<file path="src/rtl/mealy_seq_detector.sv">
// Serial Mealy pattern detector with a loadable pattern, optional overlap and a
// saturating match counter. The fill counter is the control state and is exported on fill_o.
module mealy_seq_detector #(
   parameter int                 PAT_LEN   = 4,
   parameter logic [PAT_LEN-1:0] PAT_RESET = 4'b1011,
   parameter int                 OVERLAP   = 1,
   parameter int                 CNT_W     = 8,
   localparam int                FILL_W    = $clog2(PAT_LEN)
) (
   input  logic               clk_i,
   input  logic               reset_i,
   input  logic               in_i,
   input  logic               valid_i,
   input  logic               load_i,
   input  logic [PAT_LEN-1:0] pat_i,
   output logic               match_o,
   output logic               armed_o,
   output logic [CNT_W-1:0]   count_o,
   output logic [FILL_W-1:0]  fill_o
);

   // Handshake: valid_i high means in_i is taken on this rising edge. There
   // is no ready; the detector never stalls. load_i outranks valid_i.

   localparam logic [FILL_W-1:0] FILL_MAX = FILL_W'(PAT_LEN - 1);
   localparam logic [CNT_W-1:0]  CNT_MAX  = '1;

   logic [PAT_LEN-1:0] pat_q,   pat_d;
   logic [PAT_LEN-2:0] hist_q,  hist_d;
   logic [FILL_W-1:0]  fill_q,  fill_d;
   logic [CNT_W-1:0]   count_q, count_d;

   logic               accept;
   logic               full;
   logic               match;
   logic [PAT_LEN-1:0] window;

   assign accept = valid_i & ~load_i;
   assign full   = (fill_q == FILL_MAX);
   assign window = {hist_q, in_i};

   // State register
   always_ff @(posedge clk_i) begin
      if (reset_i) begin
         pat_q   <= PAT_RESET;
         hist_q  <= '0;
         fill_q  <= '0;
         count_q <= '0;
      end else begin
         pat_q   <= pat_d;
         hist_q  <= hist_d;
         fill_q  <= fill_d;
         count_q <= count_d;
      end
   end

   // Next-state logic
   always_comb begin
      pat_d   = pat_q;
      hist_d  = hist_q;
      fill_d  = fill_q;
      count_d = count_q;
      if (load_i) begin
         pat_d  = pat_i;
         hist_d = '0;
         fill_d = '0;
      end else if (valid_i) begin
         hist_d = window[PAT_LEN-2:0];
         // Non-overlapping mode restarts the fill so the matched bits cannot
         // be reused, while history keeps shifting.
         if ((OVERLAP == 0) && match) begin
            fill_d = '0;
         end else if (!full) begin
            fill_d = fill_q + 1'b1;
         end
      end
      if (match && (count_q != CNT_MAX)) begin
         count_d = count_q + 1'b1;
      end
   end

   // Output logic: match is Mealy (depends on the current sample)
   always_comb begin
      match   = accept & full & (window == pat_q);
      match_o = match;
      armed_o = full;
      count_o = count_q;
      fill_o  = fill_q;
   end

endmodule

</file>
<file path="config.mk">
export PLATFORM = sky130hd
export DESIGN_NAME = mealy_seq_detector
export DESIGN_NICKNAME = d
export VERILOG_FILES = /design/src/rtl/mealy_seq_detector.sv
export SDC_FILE = /design/constraint.sdc
export NUM_CORES = 1
export LEC_CHECK = 0
export CAP_MARGIN = 10
export CELL_PAD_IN_SITES_DETAIL_PLACEMENT = 0
export CELL_PAD_IN_SITES_GLOBAL_PLACEMENT = 1
export CORE_MARGIN = 8
export CORE_UTILIZATION = 38
export DETAILED_ROUTE_END_ITERATION = 8
export PLACE_DENSITY_LB_ADDON = 0.08
export SYNTH_ARGS = -nofsm -noshare
export SYNTH_HDL_FRONTEND = slang
export SYNTH_SLANG_ARGS = --single-unit
export TNS_END_PERCENT = 20
</file>
<file path="constraint.sdc">
create_clock -name clk_i -period 3.85 [get_ports clk_i]
set_clock_uncertainty 0.05 [all_clocks]
set_input_delay 0.5775 -clock clk_i [delete_from_list [all_inputs] [get_ports clk_i]]
set_output_delay 0.5775 -clock clk_i [all_outputs]
set_load 0.005 [all_outputs]
</file>
==> Yosys cells after proc, flatten, opt, wreduce, memory -nomap -nowiden <==
Index checks and enable logic that the tools add are counted.
{ "totals": {"out_inout_bits": 12, "wordCells": 17, "register_bits": 17, "inputBits": 9} }
{ "classes": {"bitwise_logic": 5, "n_reduce_logical": 3, "n_eq_ne": 3, "n_addsub": 2} }
{ "op_table": {"columns": ["cell", "n"], "rows": [
  ["$add 8x1->8 const B", 1],
  ["$ne 8x8->1 const B", 1],
  ["$eq 4x4->1", 1],
  ["$and 1x1->1", 3],
  ["$add 2x1->2 const B", 1],
  ["$eq 2x2->1 const B", 1],
  ["$not 1->1", 2],
  ["$reduce_and 2->1", 1],
  ["$reduce_or 2->1", 1],
  ["$logic_and 1x1->1", 1]
]} }

==> Longest topological paths before layout <==
{ "logic_depth": {"ltp_word": 5, "mapped_depth": 5, "depth_no_buf": 4} }

==> Worst setup path before layout <==
No wires, ideal clock.
{ "synth_timing": {"kind": "input port to flip-flop", "from": "input port valid_i", "to": "register count_q[3] (netlist: count_o[3])", "t_arrival_ns": 1.649, "n_path_buf": 2, "slack_ns": 2.031, "required_ns": 3.679, "cell_stages": 5, "setup_ns": 0.121, "path_cell_list": "clkbuf_2 > nand4b_1 > buf_2 > nor4b_1 > mux2_2"} }
{ "synth_via": {"elab_chain_len": 4} }
{ "synth_lines": {"columns": ["item", "line_no", "source"], "rows": [
  ["from (decl)", "13", "input logic valid_i,"],
  ["$and 1x1->1", "38", "assign accept = valid_i & ~load_i;"],
  ["$and 1x1->1 (2 in a row)", "84", "match = accept & full & (window == pat_q);"],
  ["$logic_and 1x1->1", "77", "if (match && (count_q != CNT_MAX)) begin"],
  ["to (signal assigned)", "53", "count_q <= count_d;"],
  ["to (decl)", "31", "logic [CNT_W-1:0] count_q, count_d;"]
]} }
No other way between the ends.
A chain may end at the register's enable or synchronous reset.

==> Worst setup path after layout <==
{ "layout_timing": {"from": "input port valid_i", "to": "output port match_o"} }
{ "layout_via": {"elab_chain_len": 3} }
{ "layout_lines": {"columns": ["item", "line_no", "source"], "rows": [
  ["$and 1x1->1", "38", null],
  ["$and 1x1->1 (2 in a row)", "84", null],
  ["to (decl)", "16", "output logic match_o,"]
]} }
No other way between the ends.

==> summary by stage <==
Timing
For the finished layout, the period the worst path requires is 2.908 ns. The max-slew violation count is 0. For this run, the top clock speed supported by timing is 0.3439 GHz. The number of hold violations in the final report is 0. The setup violation total in the final timing report is 0.

The final total negative setup slack is 0 ns. The slew of the pin with the lowest slew margin is 0.7844 ns. Dividing the final minimum period by the clock period gives 0.7553. Setup repair after global routing left no endpoint under its margin. The worst pin sits at a relative slew slack of 0.4754.

Critical path
The capture point of the worst reg-to-reg path is count_o[4]$_SDFFE_PP0P_. The flop-to-flop setup slack is 1.90 ns. At the worst endpoint, the arrival time is 2.28 ns. The worst setup path is captured at an output pin.

The startpoint kind of the worst setup timing path is an input pin. The startpoint of the most critical setup path is valid_i. The biggest fanout along the worst timing path is 11. By startpoint and endpoint, the worst setup path is classified as input pin to output pin. The depth of the worst register-to-register path is 4.

The startpoint identified for the worst register-to-register timing path is fill_o[0]$_SDFFE_PP0P_. The data required time of the worst path is 3.22 ns.

Floorplan
After floorplanning, the core was divided into 17 placement rows. The die covers 4058 sq um. The x dimension of the die is 63.70 um. For this configuration, the core starts out at a cell density of 0.3946. In this run the count of I/O pins placed on the die edge is 21. The die is 63.70 um tall. The placeable core area is 2191 sq um.

Synthesis
By area the synthesized netlist is led by sky130_fd_sc_hd__dfxtp_1 39%, sky130_fd_sc_hd__mux2_2 7.8%, sky130_fd_sc_hd__nor2b_1 6.5%. The count of distinct cell types in the synthesized netlist is 28. The proportion of netlist area held by the largest area contributor is 0.3936.

In the synthesized netlist, the cells that appear most often are 17 x sky130_fd_sc_hd__dfxtp_1, 9 x sky130_fd_sc_hd__nor2b_1, 8 x sky130_fd_sc_hd__nor2_1, 6 x sky130_fd_sc_hd__mux2_2. The number of storage elements in the synthesis netlist is 17. The total number of yosys warnings is 0. sky130_fd_sc_hd__dfxtp_1 is the most common cell in the netlist.

The mean instance size in the synthesized netlist is 9.501 sq um. The synthesized design contains 0 enable-type register cells. Counting flops with an async set or reset pin after synthesis yields a share of 0. The most frequently used flop master after synthesis is sky130_fd_sc_hd__dfxtp_1. Of the synthesized area, sequential elements account for 0.3936. The post-synthesis cell count is 91. The largest area contributor in the netlist is sky130_fd_sc_hd__dfxtp_1.

The cell area after technology mapping is 864.6 sq um. Synthesis produced a netlist with a net count of 102.

Power and ir drop
The proportion of power drawn by the clock network is 0.306. For this design the static power due to leakage is 0.0003976 uW. The total net switching power is 72.44 uW. The part of the total power dissipated in sequential elements is 0.591. The peak ir drop on the vdd network is 0.2754 mV. The internal power contribution is 236.5 uW. The combinational group share of total power is 0.103. For this design the ratio of total power to cell area is 281.6 nW/um^2.

The net switching fraction of the power is 0.2345.

Detailed routing
The number of nets with antenna violations after detailed routing is 0. The routed design has 1704 um of wire. The length of the first detailed-routing pass in iterations is 4. The first routing iteration left 10 violations. The average vias per placed instance is 5.022. The via count of the routed design is 688. The wire length per cell after detailed routing is 12.44 um. The residual DRC count is 0.

Global route
The total congestion overflow after global routing is 0. Entering global routing, the biggest net connects 24 pins. The total global routing track utilization is 0.08621. The initial antenna violation count was 0. The first global-routing pass estimated 2877 um of wire. The number of global-route vias before repair is 666.

CTS
The CTS tree is done. After clock tree synthesis, the setup repair step added 0 buffers. The clock net in this run drives a total of 17 sinks. The clock-pin slew of the registers on the worst-case setup and hold paths is 0.10 ns. Clock latency on the worst-skew pair, taken at its later pin, is 0.29 ns. The number of H-tree branching levels is 1. The root buffer cell chosen for the clock tree is sky130_fd_sc_hd__clkbuf_4.

The hold-fix buffer count after cts is 0. After clock tree synthesis, the repair step resized 0 gates. The largest buffer count on any clock path is 2. In this run, CTS created clock tree buffers numbering 3.

Layout
Counting the fill cells in the layout gives 206. The fraction of final layout cells with drive strength greater than 1 is 0.1193. In the final design database the tool counted 121 nets.

Relative to the synthesized area, the layout overhead comes to 26.92%. The number of antenna diodes in the final layout is 0. Once layout is complete, the utilization of the core stands at 0.5009.

Min path
In this run the most critical hold path is launched from count_o[0]$_SDFFE_PP0P_. The worst hold path terminates at count_o[0]$_SDFFE_PP0P_. Along the worst hold path, the cell count comes to 2. The classification of the worst-slack hold path is flip-flop to flip-flop.

Place
The count of buffers inserted at the top-level ports is 20. Routability-driven placement finished with a final weighted congestion of 0.8040. The sum of net half-perimeters after detailed placement is 1294 um.

Outcome
The flow ran to the end, and the final reports show no timing, DRC or antenna violations.

Run
The tool flagged a number of max-cap violations equal to 0.
-- sequential cells by signal, indices dropped and copies added (netlist names) --
name	count
count_o	8
fill_o	2
hist_q	3
pat_q	4
-- worst max-delay path, stage by stage --
cell and delay (ns):
sky130_fd_sc_hd__clkdlybuf4s50_1 0.59, sky130_fd_sc_hd__nand4b_1 0.39, sky130_fd_sc_hd__nor2_1 0.19, sky130_fd_sc_hd__clkdlybuf4s50_1 0.53
-- power groups by stage --
stage	combinational, uW	sequential, uW	clock [uW]
after floorplan	19.4	186	0
after global placement	32.1	187	0
after CTS	32.6	183	99.1
final	31.9	183	94.4
after global routing	36.2	183	106
after detailed placement	32.6	187	0
-- layer usage --
metal	vias up	track usage	share of wire
met5	-	0	0
met1	308	0.09697	0.43
met4	0	0.01671	0.0053
met2	14	0.1483	0.51
li1	364	-	-
met3	2	0.03710	0.044
-- worst max path at each step --
| stage | endpoint | slack [ns] |
|---|---|---|
| 3_3_place_gp | match_o | 0.96 |
| 6_report | match_o | 0.94 |
| 4_1_cts | match_o | 0.91 |
| 3_5_place_dp | match_o | 0.92 |
| 2_1_floorplan | count_o[3]$_SDFFE_PP0P_ | 2.03 |
| 5_1_grt | match_o | 0.81 |
-- cell families after synthesis --
kind of cell / synth area share
simple gates: 0.2779
buf+inv: 0.04775
flops: 0.3936
mux: 0.1360
compound gates: 0.06512
fa+ha+maj: 0.02894
xor+xnor: 0.05065
-- cell usage in the layout (no fill, tap or decap), drive strengths merged --
cell type      instances
xnor2                  5
o31ai                  2
mux2                   6
nor3                   5
a21oi                  3
dfxtp                 17
buf                    1
clkinv                 1
nor4                   4
nand2                  2
and3                   1
or4                    1
a211o                  3
nor2b                  9
nand4b                 1
nor4b                  2
nor2                   8
or4b                   1
mux2i                  5
clkbuf                 3
clkdlybuf4s50         20
and4                   2
nand3                  4
inv                    1
ha                     2
-- metrics by stage --
stage | cells | instance area, sq um | hold WS [ns] | power, uW | setup slack, ns
4_1_cts | 137 | 1097 | 0.4757 | 314.5 | 0.9145
6_report | 137 | 1097 | 0.4776 | 309.0 | 0.9421
3_3_place_gp | 133 | 1070 | 0.4647 | 218.8 | 0.9603
2_1_floorplan | 91 | 864.6 | 0.4318 | 205.6 | 2.031
5_1_grt | 137 | 1097 | 0.5292 | 325.3 | 0.8116
3_5_place_dp | 133 | 1070 | 0.4597 | 219.3 | 0.9202
-- layout make-up --
type / instances / area [sq um] / share of cell area
clock inverters: 1 / 5.005 / 0.004561
flip-flops and latches: 17 / 340.3 / 0.3101
multi-input cells: 66 / 483.0 / 0.4401
repair buffers: 21 / 207.7 / 0.1893
clock buffers: 3 / 22.52 / 0.02052
well taps: 28 / 35.03 / 0.03193
inverters: 1 / 3.754 / 0.003421
Power figures use the tool's default switching activity.
